`src/rtl/uart_note_sequencer.sv`:
```
// UART-driven note sequencer: parses {tone, duration} byte pairs from uart_recv,
// buffers them in a FIFO and plays them back-to-back, timed in milliseconds.
module uart_note_sequencer #(
    parameter int unsigned CLK_FREQ        = 12000000,
    parameter int unsigned FIFO_DEPTH      = 16,
    parameter int unsigned DUR_UNIT_MS     = 10,
    parameter int unsigned BYTE_TIMEOUT_MS = 50,
    parameter logic [7:0]  FLUSH_CODE      = 8'hFF
) (
    input  logic                         sys_clk,
    input  logic                         sys_rst,
    input  logic                         rx_done,
    input  logic [7:0]                   rx_data,
    input  logic                         play_en,
    output logic [7:0]                   music_tone,
    output logic                         tone_en,
    output logic                         playing,
    output logic [$clog2(FIFO_DEPTH):0]  fifo_count,
    output logic                         overflow,
    output logic                         blink
);

    localparam int unsigned MS_CYC = CLK_FREQ / 1000;
    localparam int unsigned TW     = (MS_CYC > 1) ? $clog2(MS_CYC) : 1;
    localparam int unsigned AW     = $clog2(FIFO_DEPTH);
    localparam int unsigned PW     = AW + 1;
    localparam int unsigned RW     = 8 + $clog2(DUR_UNIT_MS + 1);
    localparam int unsigned OW     = (BYTE_TIMEOUT_MS > 1) ? $clog2(BYTE_TIMEOUT_MS) : 1;

    typedef enum logic {
        P_WAIT_TONE,
        P_WAIT_DUR
    } pstate_t;

    typedef enum logic [1:0] {
        S_IDLE,
        S_LOAD,
        S_PLAY
    } state_t;

    // Byte strobe, parser and tick state
    logic          d0_q, d1_q;
    logic [7:0]    data_q;
    logic [TW-1:0] tick_q, tick_d;
    pstate_t       pstate_q, pstate_d;
    logic [7:0]    tone_lat_q, tone_lat_d;
    logic [OW-1:0] tout_q, tout_d;
    logic          blink_q, blink_d;
    logic          overflow_q, overflow_d;

    // FIFO state; entries are {tone, dur}
    logic [15:0]   mem_q [FIFO_DEPTH];
    logic [15:0]   mem_d [FIFO_DEPTH];
    logic [PW-1:0] wr_q, wr_d, rd_q, rd_d, count_q, count_d;

    // Player state
    state_t        state_q, state_d;
    logic [15:0]   note_q, note_d;
    logic [RW-1:0] rem_q, rem_d;
    logic [TW-1:0] pre_q, pre_d;
    logic [7:0]    music_tone_q, music_tone_d;
    logic          tone_en_q, tone_en_d;
    logic          playing_q, playing_d;

    logic          byte_stb, ms_tick, flush, push_req, push_ok, pop, full, empty;
    logic [15:0]   head;

    assign byte_stb = d0_q & ~d1_q;
    assign ms_tick  = (tick_q == TW'(MS_CYC - 1));
    assign flush    = byte_stb && (pstate_q == P_WAIT_TONE) && (data_q == FLUSH_CODE);
    assign push_req = byte_stb && (pstate_q == P_WAIT_DUR) && (data_q != 8'd0);
    assign full     = (count_q == PW'(FIFO_DEPTH));
    assign empty    = (count_q == PW'(0));
    assign push_ok  = push_req && (!full || pop);
    assign head     = mem_q[rd_q[AW-1:0]];

    // Parser, ms tick and FIFO bookkeeping
    always_comb begin
        tick_d     = ms_tick ? TW'(0) : tick_q + TW'(1);
        pstate_d   = pstate_q;
        tone_lat_d = tone_lat_q;
        tout_d     = tout_q;
        blink_d    = blink_q;
        overflow_d = overflow_q;
        mem_d      = mem_q;
        wr_d       = wr_q;
        rd_d       = rd_q;
        count_d    = count_q;

        if (byte_stb) begin
            blink_d = ~blink_q;
            case (pstate_q)
                P_WAIT_TONE: begin
                    if (data_q != FLUSH_CODE) begin
                        tone_lat_d = data_q;
                        tout_d     = OW'(0);
                        pstate_d   = P_WAIT_DUR;
                    end
                end
                P_WAIT_DUR: pstate_d = P_WAIT_TONE;
                default:    pstate_d = P_WAIT_TONE;
            endcase
        end else if ((pstate_q == P_WAIT_DUR) && ms_tick) begin
            // A tone byte left without its duration expires after the timeout
            if (tout_q == OW'(BYTE_TIMEOUT_MS - 1)) begin
                pstate_d = P_WAIT_TONE;
            end else begin
                tout_d = tout_q + OW'(1);
            end
        end

        if (push_req && !push_ok) begin
            overflow_d = 1'b1;
        end
        if (push_ok) begin
            mem_d[wr_q[AW-1:0]] = {tone_lat_q, data_q};
            wr_d = wr_q + PW'(1);
        end
        if (pop) begin
            rd_d = rd_q + PW'(1);
        end
        count_d = count_q + PW'(push_ok) - PW'(pop);

        if (flush) begin
            wr_d       = PW'(0);
            rd_d       = PW'(0);
            count_d    = PW'(0);
            overflow_d = 1'b0;
        end
    end

    // Player: pop a note, load its length, count it down in unpaused milliseconds
    always_comb begin
        state_d      = state_q;
        note_d       = note_q;
        rem_d        = rem_q;
        pre_d        = pre_q;
        music_tone_d = music_tone_q;
        tone_en_d    = tone_en_q;
        pop          = 1'b0;

        case (state_q)
            S_IDLE: begin
                if (play_en && !empty) begin
                    pop     = 1'b1;
                    note_d  = head;
                    state_d = S_LOAD;
                end
            end
            S_LOAD: begin
                music_tone_d = note_q[15:8];
                tone_en_d    = (note_q[15:8] != 8'd0);
                rem_d        = RW'(note_q[7:0]) * RW'(DUR_UNIT_MS);
                pre_d        = TW'(0);
                state_d      = S_PLAY;
            end
            S_PLAY: begin
                tone_en_d = play_en && (music_tone_q != 8'd0);
                if (play_en) begin
                    if (pre_q == TW'(MS_CYC - 1)) begin
                        pre_d = TW'(0);
                        rem_d = rem_q - RW'(1);
                        if (rem_q == RW'(1)) begin
                            if (!empty) begin
                                // Gapless hand-off: current tone stays up through LOAD
                                pop     = 1'b1;
                                note_d  = head;
                                state_d = S_LOAD;
                            end else begin
                                music_tone_d = 8'd0;
                                tone_en_d    = 1'b0;
                                state_d      = S_IDLE;
                            end
                        end
                    end else begin
                        pre_d = pre_q + TW'(1);
                    end
                end
            end
            default: state_d = S_IDLE;
        endcase

        if (flush) begin
            state_d      = S_IDLE;
            music_tone_d = 8'd0;
            tone_en_d    = 1'b0;
        end

        playing_d = (state_d != S_IDLE);
    end

    // State registers with synchronous reset
    always_ff @(posedge sys_clk) begin
        if (sys_rst) begin
            d0_q         <= 1'b0;
            d1_q         <= 1'b0;
            data_q       <= 8'd0;
            tick_q       <= TW'(0);
            pstate_q     <= P_WAIT_TONE;
            tone_lat_q   <= 8'd0;
            tout_q       <= OW'(0);
            blink_q      <= 1'b0;
            overflow_q   <= 1'b0;
            wr_q         <= PW'(0);
            rd_q         <= PW'(0);
            count_q      <= PW'(0);
            state_q      <= S_IDLE;
            note_q       <= 16'd0;
            rem_q        <= RW'(0);
            pre_q        <= TW'(0);
            music_tone_q <= 8'd0;
            tone_en_q    <= 1'b0;
            playing_q    <= 1'b0;
        end else begin
            d0_q         <= rx_done;
            d1_q         <= d0_q;
            data_q       <= rx_data;
            tick_q       <= tick_d;
            pstate_q     <= pstate_d;
            tone_lat_q   <= tone_lat_d;
            tout_q       <= tout_d;
            blink_q      <= blink_d;
            overflow_q   <= overflow_d;
            wr_q         <= wr_d;
            rd_q         <= rd_d;
            count_q      <= count_d;
            state_q      <= state_d;
            note_q       <= note_d;
            rem_q        <= rem_d;
            pre_q        <= pre_d;
            music_tone_q <= music_tone_d;
            tone_en_q    <= tone_en_d;
            playing_q    <= playing_d;
        end
    end

    // FIFO storage; contents need no reset since pointers gate every read
    always_ff @(posedge sys_clk) begin
        mem_q <= mem_d;
    end

    assign music_tone = music_tone_q;
    assign tone_en    = tone_en_q;
    assign playing    = playing_q;
    assign fifo_count = count_q;
    assign overflow   = overflow_q;
    assign blink      = blink_q;

endmodule

```
`config.mk`:
```
export PLATFORM = sky130hd
export DESIGN_NAME = uart_note_sequencer
export DESIGN_NICKNAME = d
export VERILOG_FILES = /design/src/rtl/uart_note_sequencer.sv
export SDC_FILE = /design/constraint.sdc
export NUM_CORES = 1
export LEC_CHECK = 0
export CAP_MARGIN = 20
export CORE_MARGIN = 3
export CORE_UTILIZATION = 37
export DETAILED_ROUTE_END_ITERATION = 16
export PLACE_DENSITY = 0.6
export SYNTH_ARGS = -nofsm -noshare
export SYNTH_HDL_FRONTEND = slang
export SYNTH_SLANG_ARGS = --single-unit
```
`constraint.sdc`:
```
create_clock -name sys_clk -period 3.4 [get_ports sys_clk]
set_clock_uncertainty 0.2 [all_clocks]
set_input_delay 0.68 -clock sys_clk [delete_from_list [all_inputs] [get_ports sys_clk]]
set_output_delay 0.68 -clock sys_clk [all_outputs]
set_load 0.1 [all_outputs]
```
==> flow_results.xml <==
<?xml version="1.0" encoding="UTF-8"?>
<metrics>
  <group name="outcome">
    <metric name="run_status" unit="">finished with violations</metric>
    <metric name="failed_checks" unit="">setup timing</metric>
  </group>
  <group name="critical_path">
    <metric name="timing.reg2reg.setup_slack" unit="ps">-70</metric>
    <metric name="cpLargestDelayFamily" unit="">simple AND/OR/NAND/NOR gates</metric>
    <metric name="crit-reg2reg-capture" unit="">fifo_count[4]$_SDFF_PP0_</metric>
    <metric name="crit_path_cell_trace" unit="">ha_4 -&gt; nand2b_4 -&gt; or4b_4 -&gt; or3_4 -&gt; a21oi_4 -&gt; inv_2 -&gt; ha_4 -&gt; inv_2 -&gt; ha_4 -&gt; inv_2 -&gt; fa_2 -&gt; inv_1 -&gt; a21oi_2 -&gt; nor2_1 -&gt; or3_4 -&gt; a21oi_2</metric>
    <metric name="critical-path-slowest-cell" unit="">sky130_fd_sc_hd__or4b_4</metric>
    <metric name="worstSetupEndpoint" unit="">fifo_count[4]$_SDFF_PP0_</metric>
    <metric name="timing.critical_path.from" unit="">pre_q[0]$_SDFFE_PP0P_</metric>
    <metric name="critPathLaunchType" unit="">flip-flop</metric>
    <metric name="crit_required" unit="ps">3650</metric>
    <metric name="largest_incremental_delay_on_the_critical_path" unit="ps">580</metric>
    <metric name="critPathKind" unit="">flip-flop to flip-flop</metric>
    <metric name="worst-path-buf-inv" unit="">4</metric>
    <metric name="critical_path_depth" unit="">16</metric>
    <metric name="critical_path.endpoint_type" unit="">flip-flop</metric>
    <metric name="reg2reg_from" unit="">pre_q[0]$_SDFFE_PP0P_</metric>
    <metric name="timing.critical_path.arrival" unit="ps">3720</metric>
    <metric name="timing.critical_path.fanout_max" unit="">4</metric>
    <metric name="reg2regPathDepth" unit="">16</metric>
  </group>
  <group name="grt">
    <metric name="grt-ovfl-total" unit="">0</metric>
    <metric name="antenna_found_initial" unit="">0</metric>
    <metric name="wire_length_of_the_first_global_routing_pass" unit="mm">54.2</metric>
    <metric name="first_global_vias" unit="">9276</metric>
    <metric name="grt_use_total" unit="">0.157</metric>
    <metric name="pin_count_of_the_biggest_net_entering_global_routing" unit="">45</metric>
  </group>
  <group name="sta">
    <metric name="fin_hold_viols" unit="">0</metric>
    <metric name="grt_setup_unrepaired" unit="">true</metric>
    <metric name="final_period_minus_worst_setup_slack" unit="ps">3470</metric>
    <metric name="layout_worst_path_cycle_share" unit="">1.02</metric>
    <metric name="worst_slew_pin_slew" unit="ps">868</metric>
    <metric name="worst_slack" unit="ps">-69.6</metric>
    <metric name="max_freq" unit="MHz">288</metric>
    <metric name="slew_viol_final" unit="">0</metric>
    <metric name="setup_violations_final" unit="">1</metric>
    <metric name="slew_headroom" unit="">0.422</metric>
  </group>
  <group name="floorplan">
    <metric name="die_height" unit="um">209</metric>
    <metric name="initial_utilization" unit="">0.379</metric>
    <metric name="chipWidth" unit="um">209</metric>
    <metric name="rows" unit="">73</metric>
    <metric name="fp.coreArea" unit="um^2">40200</metric>
    <metric name="ios" unit="">29</metric>
    <metric name="dieArea" unit="um^2">43600</metric>
  </group>
  <group name="synth">
    <metric name="top_cell_type_by_total_area_after_synthesis" unit="">sky130_fd_sc_hd__edfxtp_1</metric>
    <metric name="yosysWarningCount" unit="">0</metric>
    <metric name="synth-seq-cells" unit="">364</metric>
    <metric name="mappedNetlistArea" unit="um^2">15200</metric>
    <metric name="synth_edf_count" unit="">256</metric>
    <metric name="yosys-top-cells-area" unit="">sky130_fd_sc_hd__edfxtp_1 50%, sky130_fd_sc_hd__dfxtp_1 14%, sky130_fd_sc_hd__mux4_2 4.7%</metric>
    <metric name="ys.flop_type" unit="">sky130_fd_sc_hd__edfxtp_1</metric>
    <metric name="library_cells_used_by_synthesis" unit="">65</metric>
    <metric name="synth_nets" unit="">1145</metric>
    <metric name="async_set_or_reset_flop_fraction_in_the_synthesized_netlist" unit="">0</metric>
    <metric name="synthesis.instances" unit="">1098</metric>
    <metric name="portion_of_the_post_synthesis_area_used_by_sequential_elements" unit="">0.647</metric>
    <metric name="yosysTopAreaCellShare" unit="">0.505</metric>
    <metric name="avgSynthCellArea" unit="um^2">13.9</metric>
  </group>
  <group name="clock_network">
    <metric name="clock_sink_count" unit="">364</metric>
    <metric name="clock_latency" unit="ps">520</metric>
    <metric name="clock_tree.htree_level_count" unit="">2</metric>
    <metric name="cts_tree" unit="">yes</metric>
    <metric name="cts_max_path_buffers" unit="">3</metric>
    <metric name="ctsRootBufferMaster" unit="">sky130_fd_sc_hd__clkbuf_16</metric>
    <metric name="cts-buffers-inserted" unit="">37</metric>
    <metric name="post_cts_hold_buffer_count" unit="">0</metric>
    <metric name="worst_setup_hold_path_clk_slew" unit="ps">60</metric>
  </group>
  <group name="pwr">
    <metric name="vdd_ir_drop_max" unit="mV">0.383</metric>
    <metric name="p_int" unit="uW">8600</metric>
    <metric name="clockPowerShare" unit="">0.321</metric>
    <metric name="powerDensity" unit="nW/um^2">695</metric>
    <metric name="p_switching" unit="uW">3810</metric>
    <metric name="comb_power_share" unit="">0.252</metric>
    <metric name="sw_frac_of_total" unit="">0.307</metric>
    <metric name="seqPwrFrac" unit="">0.427</metric>
    <metric name="report.power.total" unit="uW">12400</metric>
    <metric name="leakage" unit="uW">0.00615</metric>
  </group>
  <group name="route">
    <metric name="wl_per_cell" unit="um">19.9</metric>
    <metric name="drt_first_iter_violations" unit="">623</metric>
    <metric name="detail_route.first_pass.iterations" unit="">7</metric>
    <metric name="detail_route.vias_per_cell" unit="">5.37</metric>
    <metric name="vias" unit="">9310</metric>
    <metric name="antenna_violation_net_count_after_detailed_routing" unit="">0</metric>
    <metric name="route.final.wire_length" unit="mm">34.4</metric>
    <metric name="detail_route.drc_violations" unit="">0</metric>
  </group>
  <group name="cells_and_area">
    <metric name="final-seq-area" unit="um^2">9870</metric>
    <metric name="multi_input_comb_area" unit="um^2">5130</metric>
    <metric name="areaGrowthSynthToFinish" unit="%">17.2</metric>
    <metric name="finish.utilization" unit="">0.444</metric>
    <metric name="fraction_of_layout_instances_using_a_drive_strength_above_1" unit="">0.182</metric>
    <metric name="antennaDiodeCount" unit="">0</metric>
    <metric name="finalNetCount" unit="">1228</metric>
    <metric name="final_cells" unit="">1734</metric>
    <metric name="num-fill-cells" unit="">3638</metric>
  </group>
  <group name="placed_design">
    <metric name="globalplace.congestion" unit="">0.805</metric>
    <metric name="dpl.cell_count" unit="">1666</metric>
    <metric name="portBuffers" unit="">28</metric>
    <metric name="dpl.hpwl" unit="mm">21.8</metric>
  </group>
  <group name="run">
    <metric name="max_cap_viol_count" unit="">0</metric>
  </group>
  <group name="min_path">
    <metric name="class_of_the_worst_hold_path" unit="">flip-flop to flip-flop</metric>
  </group>
</metrics>
## synth_stat cells, types with 3 or more instances
master / n
sky130_fd_sc_hd__a211oi_1: 19
sky130_fd_sc_hd__a21o_1: 4
sky130_fd_sc_hd__a21oi_1: 65
sky130_fd_sc_hd__a221oi_1: 16
sky130_fd_sc_hd__a22o_1: 9
sky130_fd_sc_hd__a22oi_1: 11
sky130_fd_sc_hd__a31oi_1: 4
sky130_fd_sc_hd__and2_1: 11
sky130_fd_sc_hd__and3_1: 16
sky130_fd_sc_hd__and4_1: 4
sky130_fd_sc_hd__buf_1: 3
sky130_fd_sc_hd__buf_2: 12
sky130_fd_sc_hd__buf_4: 5
sky130_fd_sc_hd__clkbuf_1: 31
sky130_fd_sc_hd__dfxtp_1: 108
sky130_fd_sc_hd__edfxtp_1: 256
sky130_fd_sc_hd__ha_1: 33
sky130_fd_sc_hd__inv_1: 22
sky130_fd_sc_hd__mux2_2: 7
sky130_fd_sc_hd__mux2i_1: 69
sky130_fd_sc_hd__mux4_2: 32
sky130_fd_sc_hd__nand2_1: 49
sky130_fd_sc_hd__nand2b_1: 16
sky130_fd_sc_hd__nand3_1: 23
sky130_fd_sc_hd__nand4_1: 9
sky130_fd_sc_hd__nor2_1: 76
sky130_fd_sc_hd__nor2b_1: 18
sky130_fd_sc_hd__nor3_1: 16
sky130_fd_sc_hd__nor4_1: 11
sky130_fd_sc_hd__o211a_1: 10
sky130_fd_sc_hd__o21ai_0: 34
sky130_fd_sc_hd__o31ai_1: 6
sky130_fd_sc_hd__o32ai_1: 6
sky130_fd_sc_hd__o41a_1: 3
sky130_fd_sc_hd__or2_2: 4
sky130_fd_sc_hd__or3_1: 10
sky130_fd_sc_hd__or4_1: 5
sky130_fd_sc_hd__xnor2_1: 13
sky130_fd_sc_hd__xor2_1: 16
## per-layer routing
layer	up-vias	track usage	wire length (um)
li1	4382	-	-
met1	4707	0.213	15600
met2	165	0.264	16700
met3	56	0.0252	1370
met4	0	0.0446	809
met5	-	0	0
## power by group through the flow
stage	registers, uW	clock network [uW]	logic (uW)
after CTS	5300	4070	3110
after global routing	5330	4260	3440
after floorplan	5510	0	2080
after global placement	5380	0	3070
final	5290	3980	3130
after detailed placement	5390	0	3100
## flip-flops by register name, indices dropped and copies added, names as in the netlist, 4 cells and up
name / flops
data_q: 8
fifo_count: 5
mem_q: 256
music_tone: 8
note_q: 16
pre_q: 14
rd_q: 4
rem_q: 12
tick_q: 14
tone_lat_q: 8
tout_q: 6
wr_q: 4
## layout make-up
class | instances | share of cell area
sequential | 364 | 0.553
multi-input combinational | 659 | 0.288
clock buffer | 52 | 0.0595
timing repair buffer | 96 | 0.0508
tap | 525 | 0.0368
clock inverter | 15 | 0.00729
inverter | 23 | 0.00484
## worst reg2reg max path, delay by kind of cell, from the launching register on
family	cells	cell delay [ps]
compound gates	3	370
fa+ha+maj	4	750
buf+inv	4	190
flops	1	370
simple gates	5	1520
## logic make-up (layout without fill, tap and decap cells)
family,Yosys count,count (layout),synth area share
adder cells (fa/ha/maj),35,35,0.0298
buffers and inverters,75,186,0.0212
XOR/XNOR,29,29,0.0167
AND/OR/NAND/NOR,284,284,0.0972
multiplexers,108,108,0.0979
AO/OA/AOI/OAI,203,203,0.0902
flip-flops,364,364,0.647
## cells in the final DEF, fill, tap and decap left out, types with 32 or more instances in the layout
| master | instances |
|---|---|
| sky130_fd_sc_hd__mux2i_1 | 69 |
| sky130_fd_sc_hd__nor2_1 | 75 |
| sky130_fd_sc_hd__nand2_1 | 48 |
| sky130_fd_sc_hd__edfxtp_1 | 256 |
| sky130_fd_sc_hd__buf_4 | 72 |
| sky130_fd_sc_hd__o21ai_0 | 34 |
| sky130_fd_sc_hd__dfxtp_1 | 98 |
| sky130_fd_sc_hd__mux4_2 | 32 |
| sky130_fd_sc_hd__clkbuf_16 | 37 |
| sky130_fd_sc_hd__a21oi_1 | 63 |
## worst min path at each step
stage / from / to / slack, ps / depth (start not counted)
6_report: tick_q[0]$_SDFF_PP0_ / tick_q[0]$_SDFF_PP0_ / 260 / 1
2_1_floorplan: tick_q[0]$_SDFF_PP0_ / tick_q[0]$_SDFF_PP0_ / 230 / 1
3_5_place_dp: tick_q[0]$_SDFF_PP0_ / tick_q[0]$_SDFF_PP0_ / 260 / 1
3_3_place_gp: tick_q[0]$_SDFF_PP0_ / tick_q[0]$_SDFF_PP0_ / 240 / 1
4_1_cts: tick_q[0]$_SDFF_PP0_ / tick_q[0]$_SDFF_PP0_ / 270 / 1
5_1_grt: tick_q[0]$_SDFF_PP0_ / tick_q[0]$_SDFF_PP0_ / 300 / 1
## metrics by stage
step	setup TNS (ps)	worst slack (ps)	area (um^2)	hold WS, ps
global placement	-121	-121	16600	240
finish	-69.6	-69.6	17800	261
floorplan	0	5.59	15300	230
CTS	0	4.04	17800	270
detailed placement	-137	-137	16600	256
global route	-237	-194	17800	296
## timing repair
| item | 4_1_cts | 5_1_grt |
|---|---|---|
| endpoints found under the setup margin | 0 | 1 |
| buffers inserted | 0 | 1 |
| gates resized for setup | 0 | 6 |
No activity file was read; power rests on OpenSTA's default activity.
